## src/rtl/sd_pkg.sv

```systemverilog
// Shared types and constants for the SD card SPI-mode initialisation block.
package sd_pkg;

    typedef enum logic [2:0] {
        ST_POWERUP,
        ST_CMD0,
        ST_CMD8,
        ST_CMD55,
        ST_ACMD41,
        ST_DONE
    } state_t;

    typedef enum logic [1:0] {
        PH_SEND,
        PH_WAIT,
        PH_RECV,
        PH_GAP
    } phase_t;

    localparam logic [47:0] CMD0_FRAME   = 48'h40_0000_0000_95;
    localparam logic [47:0] CMD8_FRAME   = 48'h48_0000_01AA_87;
    localparam logic [47:0] CMD55_FRAME  = 48'h77_0000_0000_FF;
    localparam logic [47:0] ACMD41_FRAME = 48'h69_4000_0000_FF;

    localparam logic [11:0] CHECK_PATTERN = 12'h1AA;
    localparam logic [7:0]  R1_READY      = 8'h00;
    localparam logic [7:0]  R1_IDLE       = 8'h01;

    function automatic logic is_cmd(state_t s);
        return (s != ST_POWERUP) && (s != ST_DONE);
    endfunction

    function automatic logic [47:0] frame_of(state_t s);
        logic [47:0] f;
        case (s)
            ST_CMD8:   f = CMD8_FRAME;
            ST_CMD55:  f = CMD55_FRAME;
            ST_ACMD41: f = ACMD41_FRAME;
            default:   f = CMD0_FRAME;
        endcase
        return f;
    endfunction

endpackage

```

## src/rtl/sd_init_clk_gen.sv

```systemverilog
// SPI clock divider: sd_clk as a plain register, plus rise/fall strobes
// that are high in the clk_ref cycle whose edge toggles sd_clk.
module sd_spi_clk_gen #(
    parameter int CLK_DIV = 250
) (
    input  logic clk,
    input  logic rst_n,
    input  logic en,
    output logic sd_clk,
    output logic rise,
    output logic fall
);

    localparam int W = $clog2(CLK_DIV);
    localparam logic [W-1:0] HALF_LAST = W'(CLK_DIV / 2 - 1);

    logic [W-1:0] cnt;
    logic         edge_now;

    assign edge_now = en && (cnt == HALF_LAST);
    assign rise     = edge_now && !sd_clk;
    assign fall     = edge_now && sd_clk;

    always_ff @(posedge clk) begin
        if (!rst_n || !en) begin
            cnt    <= '0;
            sd_clk <= 1'b0;
        end else if (edge_now) begin
            cnt    <= '0;
            sd_clk <= !sd_clk;
        end else begin
            cnt    <= cnt + W'(1);
        end
    end

endmodule

```

## src/rtl/sd_init.sv

```systemverilog
// SD card SPI-mode power-up and initialisation sequencer
// (CMD0, CMD8, CMD55/ACMD41 loop) driving a divided SPI clock.
module sd_init
    import sd_pkg::*;
#(
    parameter int CLK_DIV      = 250,
    parameter int POWERUP_CLKS = 80,
    parameter int RESP_TIMEOUT = 64
) (
    input  logic clk_ref,
    input  logic rst_n,
    input  logic sd_miso,
    output logic sd_clk,
    output logic sd_cs,
    output logic sd_mosi,
    output logic sd_init_done
);

    localparam logic [15:0] PU_LAST    = 16'(POWERUP_CLKS - 1);
    localparam logic [15:0] TO_LAST    = 16'(RESP_TIMEOUT - 1);
    localparam logic [15:0] FRAME_BITS = 16'd48;
    localparam logic [15:0] GAP_LAST   = 16'd7;

    state_t      state, state_n;
    phase_t      phase, phase_n;
    logic [15:0] cnt, cnt_n;
    logic [47:0] tx, tx_n;
    logic [39:0] rx, rx_n;
    logic [15:0] rx_len;
    logic        cs_d, mosi_d, done_d;
    logic        clk_en, rise, fall;

    sd_spi_clk_gen #(
        .CLK_DIV(CLK_DIV)
    ) u_clk_gen (
        .clk   (clk_ref),
        .rst_n (rst_n),
        .en    (clk_en),
        .sd_clk(sd_clk),
        .rise  (rise),
        .fall  (fall)
    );

    // CMD8 answers with R7: R1 followed by a 32-bit echo
    assign rx_len = (state == ST_CMD8) ? 16'd40 : 16'd8;

    function automatic state_t decide(state_t s, logic [39:0] r);
        logic [7:0] r1;
        state_t     nxt;
        r1  = (s == ST_CMD8) ? r[39:32] : r[7:0];
        nxt = ST_CMD0;
        case (s)
            ST_CMD0:
                if (r1 == R1_IDLE) nxt = ST_CMD8;
            ST_CMD8:
                if (r1 == R1_IDLE && r[11:0] == CHECK_PATTERN)
                    nxt = ST_CMD55;
            ST_CMD55:
                if (r1 == R1_IDLE || r1 == R1_READY)
                    nxt = ST_ACMD41;
            ST_ACMD41:
                if (r1 == R1_READY) nxt = ST_DONE;
                else if (r1 == R1_IDLE) nxt = ST_CMD55;
            default:
                nxt = ST_CMD0;
        endcase
        return nxt;
    endfunction

    always_ff @(posedge clk_ref) begin
        if (!rst_n) begin
            state        <= ST_POWERUP;
            phase        <= PH_SEND;
            cnt          <= '0;
            tx           <= '0;
            rx           <= '0;
            sd_cs        <= 1'b1;
            sd_mosi      <= 1'b1;
            sd_init_done <= 1'b0;
        end else begin
            state        <= state_n;
            phase        <= phase_n;
            cnt          <= cnt_n;
            tx           <= tx_n;
            rx           <= rx_n;
            sd_cs        <= cs_d;
            sd_mosi      <= mosi_d;
            sd_init_done <= done_d;
        end
    end

    always_comb begin
        state_n = state;
        phase_n = phase;
        cnt_n   = cnt;
        tx_n    = tx;
        rx_n    = rx;
        if (state == ST_POWERUP) begin
            if (fall) begin
                if (cnt == PU_LAST) begin
                    state_n = ST_CMD0;
                    phase_n = PH_SEND;
                    cnt_n   = '0;
                    tx_n    = frame_of(ST_CMD0);
                end else begin
                    cnt_n = cnt + 16'd1;
                end
            end
        end else if (is_cmd(state)) begin
            unique case (phase)
                PH_SEND: begin
                    if (fall) begin
                        if (cnt == FRAME_BITS) begin
                            phase_n = PH_WAIT;
                            cnt_n   = '0;
                            rx_n    = '0;
                        end else begin
                            tx_n  = {tx[46:0], 1'b1};
                            cnt_n = cnt + 16'd1;
                        end
                    end
                end
                PH_WAIT: begin
                    if (rise && !sd_miso) begin
                        phase_n = PH_RECV;
                        rx_n    = {rx[38:0], 1'b0};
                        cnt_n   = 16'd1;
                    end else if (fall) begin
                        if (cnt == TO_LAST) begin
                            phase_n = PH_GAP;
                            cnt_n   = '0;
                        end else begin
                            cnt_n = cnt + 16'd1;
                        end
                    end
                end
                PH_RECV: begin
                    if (rise && cnt != rx_len) begin
                        rx_n  = {rx[38:0], sd_miso};
                        cnt_n = cnt + 16'd1;
                    end else if (fall && cnt == rx_len) begin
                        state_n = decide(state, rx);
                        phase_n = PH_GAP;
                        cnt_n   = '0;
                    end
                end
                PH_GAP: begin
                    if (fall) begin
                        if (cnt == GAP_LAST) begin
                            phase_n = PH_SEND;
                            cnt_n   = '0;
                            tx_n    = frame_of(state);
                        end else begin
                            cnt_n = cnt + 16'd1;
                        end
                    end
                end
                default: ;
            endcase
        end
    end

    // cs/mosi only move on fall strobes; the first SEND fall leaves mosi high
    always_comb begin
        clk_en = (state != ST_DONE);
        cs_d   = sd_cs;
        mosi_d = sd_mosi;
        if (fall) begin
            cs_d   = !(is_cmd(state_n) && phase_n != PH_GAP);
            mosi_d = (is_cmd(state) && phase == PH_SEND
                      && cnt != FRAME_BITS) ? tx[47] : 1'b1;
        end
        done_d = (state_n == ST_DONE);
    end

endmodule

```

## config.mk

```make
export PLATFORM = sky130hd
export DESIGN_NAME = sd_init
export DESIGN_NICKNAME = d
export VERILOG_FILES = /design/src/rtl/sd_pkg.sv /design/src/rtl/sd_init_clk_gen.sv /design/src/rtl/sd_init.sv
export SDC_FILE = /design/constraint.sdc
export NUM_CORES = 1
export LEC_CHECK = 0
export CAP_MARGIN = 30
export CORE_ASPECT_RATIO = 0.8
export CORE_MARGIN = 2
export CORE_UTILIZATION = 55
export DETAILED_ROUTE_END_ITERATION = 7
export GPL_ROUTABILITY_DRIVEN = 0
export PLACE_DENSITY = 0.74
export REMOVE_ABC_BUFFERS = 1
export SLEW_MARGIN = 20
export SYNTH_ARGS = -nofsm -noshare
export SYNTH_HDL_FRONTEND = slang
export SYNTH_HIERARCHICAL = 1
export SYNTH_SLANG_ARGS = --single-unit
```

## constraint.sdc

```tcl
create_clock -name clk_ref -period 4.5 [get_ports clk_ref]
set_input_delay 0.45 -clock clk_ref [delete_from_list [all_inputs] [get_ports clk_ref]]
set_output_delay 0.45 -clock clk_ref [all_outputs]
set_load 0.01 [all_outputs]
```

==> impl_metrics.env <==
export IMPL_grt_setup_unrepaired="no"
export IMPL_synth_seq_cells=121
export IMPL_drtIter0Drc=487
export IMPL_pin_count=7
export IMPL_cts_sinks=121
export IMPL_crit_chain="nor2b_1, and2_1, inv_1, nand4b_1, or3_2, inv_1, nand2b_1, o211ai_1, a21oi_1, nor2_1, nand2_1, o21ai_1, clkbuf_4, nor2_1"
export IMPL_diodes=0
export IMPL_num_rows=32
export IMPL_h_tree_depth=4
export IMPL_ctsHoldBuffers=0
export IMPL_cts_made_buffers=17
export IMPL_synth_distinct_cells=60
export IMPL_ir_worst_vdd_v=0.000343
export IMPL_hold_viol_final=0
export IMPL_max_clock_freq_ghz=0.284
export IMPL_die_area_um2=10700
export IMPL_antenna_found_initial=0
export IMPL_rr_worst_depth=14
export IMPL_comb_power_share_pct=1.2
export IMPL_cpPeakStageDelay_ps=650
export IMPL_sw_frac_of_total_pct=19.0
export IMPL_ant_nets=0
export IMPL_grt_max_degree=55
export IMPL_p_sw_uw=477
export IMPL_finalSetupViolCount=0
export IMPL_worstMarginPinSlew_ps=791
export IMPL_startpoint_type="flip-flop"
export IMPL_crit_start="state[1]$_SDFF_PN0_"
export IMPL_r2r_start="state[1]$_SDFF_PN0_"
export IMPL_status="complete, no violations"
export IMPL_pwr_share_clk_pct=55.8
export IMPL_route_final_wire_length_mm=11.7
export IMPL_synth_async_reset_ratio_pct=0
export IMPL_power_internal_mw=2.03
export IMPL_syn_avg_cell_area_um2=7.93
export IMPL_die_w_um=115
export IMPL_clk_pin_slew_ps=50
export IMPL_hp_class="flip-flop to flip-flop"
export IMPL_final_cell_mix="dfxtp_1 (121), nand3_1 (93), nand2_1 (91)"
export IMPL_synthFlopType="dfxtp_1"
export IMPL_period_minus_slack_ps=3520
export IMPL_fin_nets=682
export IMPL_clockBufferDepth=2
export IMPL_seq_power_share_pct=43.1
export IMPL_core_area_um2=9610
export IMPL_viasPerCell=5.96
export IMPL_first_global_vias=4351
export IMPL_cts_tree="built"
export IMPL_final_common_cell="dfxtp_1"
export IMPL_insertion_delay_ps=400
export IMPL_drc_errors=0
export IMPL_track_usage_pct=23.6
export IMPL_clockRootBuffer="clkbuf_16"
export IMPL_grt_ovfl_total=0
export IMPL_vias=4765
export IMPL_slew_headroom_pct=46.9
export IMPL_wl_per_cell_um=14.7
export IMPL_dieHeight_um=92.7
export IMPL_drive_above_1_share_pct=7.50
export IMPL_finalMaxSlewViolations=0
export IMPL_cp_data_required_time_ps=4790
export IMPL_dp_slack_ps=741
export IMPL_endpoint="cnt[5]$_SDFFE_PN0P_"
export IMPL_rrSetupSlack_ps=980
export IMPL_postCtsSetupBuffers=0
export IMPL_ctsResizeCount=0
export IMPL_grt_pass1_wl_mm=20.3
export IMPL_tns_ps=0
export IMPL_start_util_pct=56.3
export IMPL_power_density_nw_per_um2=410
export IMPL_hpwl_mm=7.29
export IMPL_syn_area_um2=5410
export IMPL_crit_fanout=17
export IMPL_synth_edf_count=0
export IMPL_ys_seq_area_share_pct=44.7
export IMPL_area_growth_pct=12.8
export IMPL_drv_cap=0
export IMPL_ys_warn_count=6
export IMPL_slowest_stage="dfxtp_1"
export IMPL_synthCells=683
export IMPL_skew_ps=5.17
export IMPL_worstReg2RegEnd="cnt[5]$_SDFFE_PN0P_"
export IMPL_critPathArrivalTime_ps=3810
export IMPL_leakage_nw=2.09
export IMPL_period_share_pct=78.2
export IMPL_criticalPathCategory="flip-flop to flip-flop"
export IMPL_endpoint_kind="flip-flop"
export IMPL_setup_ws_ps=980
export IMPL_drt_pass1_iterations=5
export IMPL_portBuffers=6
-- worst min-delay path by stage --
stage	start	endpoint	cells after the start
after floorplan	tx[47]$_SDFFE_PN0P_	tx[47]$_SDFFE_PN0P_	2
after global placement	rx[39]$_SDFFE_PN0P_	rx[39]$_SDFFE_PN0P_	2
after detailed placement	tx[12]$_SDFFE_PN0P_	tx[12]$_SDFFE_PN0P_	2
after CTS	tx[12]$_SDFFE_PN0P_	tx[12]$_SDFFE_PN0P_	2
after global routing	tx[19]$_SDFFE_PN0P_	tx[19]$_SDFFE_PN0P_	2
final	rx[16]$_SDFFE_PN0P_	rx[16]$_SDFFE_PN0P_	2
-- logic make-up after synthesis --
family	synth area share, %
simple gates	28.4
compound gates	15.6
flops	44.7
buf+inv	5.57
xor+xnor	3.07
fa+ha+maj	2.08
mux	0.555
-- state kept, by name (all words and copies together) (netlist names) --
register          flops
cnt                  16
u_clk_gen/cnt         8
rx                   40
state                 3
u_clk_gen/sd_clk      1
sd_cs                 1
tx                   48
sd_mosi               1
sd_init_done          1
phase                 2
-- area by class of cell --
class | instances | area (um2)
fill | 803 | 3500
multi-input combinational | 490 | 2690
sequential | 121 | 2420
clock buffer | 21 | 460
timing repair buffer | 20 | 165
tap | 119 | 149
clock inverter | 8 | 146
inverter | 20 | 75.1
-- Yosys cell counts (2+ instances only) --
library cell	number	area, um2
nand4b_1	3	26.3
nand4_1	19	119
o211ai_1	2	15.0
buf_2	10	50.1
ha_1	9	113
and2_1	4	25.0
or3_1	3	18.8
nand3_1	93	465
nor2b_1	2	12.5
o21ai_1	4	20.0
nand2_1	91	342
nand2b_1	2	12.5
a31oi_1	4	25.0
nor4b_1	2	17.5
o41ai_1	2	17.5
o31ai_1	10	75.1
nand3b_1	2	15.0
nor3_1	17	85.1
o21ai_0	18	90.1
nor4_1	6	37.5
inv_1	20	75.1
buf_6	2	22.5
buf_1	3	11.3
or4_1	5	37.5
mux2i_1	3	30.0
xor2_1	17	149
and4_1	2	17.5
and3_1	6	37.5
xnor2_1	2	17.5
a21oi_1	83	415
clkbuf_1	36	135
nor3b_1	2	15.0
dfxtp_1	121	2420
nor2_1	52	195
-- per-layer routing --
layer	global-route usage (%)	share of wire, %	wire [um]
met5	0	0	0
met2	35.3	44	5140
met4	7.73	1.8	213
met1	32.7	49	5720
met3	7.00	5.4	632
-- worst max-delay path, delay by kind of cell, from the launching register on --
| family | cells | cell delay, ps |
|---|---|---|
| buffers and inverters | 3 | 520 |
| flip-flops | 1 | 650 |
| AND/OR/NAND/NOR | 8 | 1740 |
| AO/OA/AOI/OAI | 3 | 490 |
-- power groups by stage --
stage / clock network [mW] / registers (mW) / logic [mW]
after floorplan: 0 / 1.10 / 0.0150
after global placement: 0 / 1.10 / 0.0285
after detailed placement: 0 / 1.10 / 0.0284
after CTS: 1.42 / 1.08 / 0.0284
after global routing: 1.47 / 1.08 / 0.0327
final: 1.40 / 1.08 / 0.0290
-- per-stage QoR --
step | hold slack, ps | total power, mW | utilization (%) | cell area [um2] | std cells
after floorplan | 427 | 1.11 | - | 5190 | 631
after global placement | 438 | 1.13 | 57.2 | 5490 | 769
after detailed placement | 444 | 1.13 | 57.2 | 5490 | 769
after CTS | 451 | 2.53 | 63.5 | 6100 | 798
after global routing | 472 | 2.58 | 63.6 | 6110 | 799
final | 448 | 2.50 | 63.6 | 6110 | 799
Power figures use the tool's default switching activity.
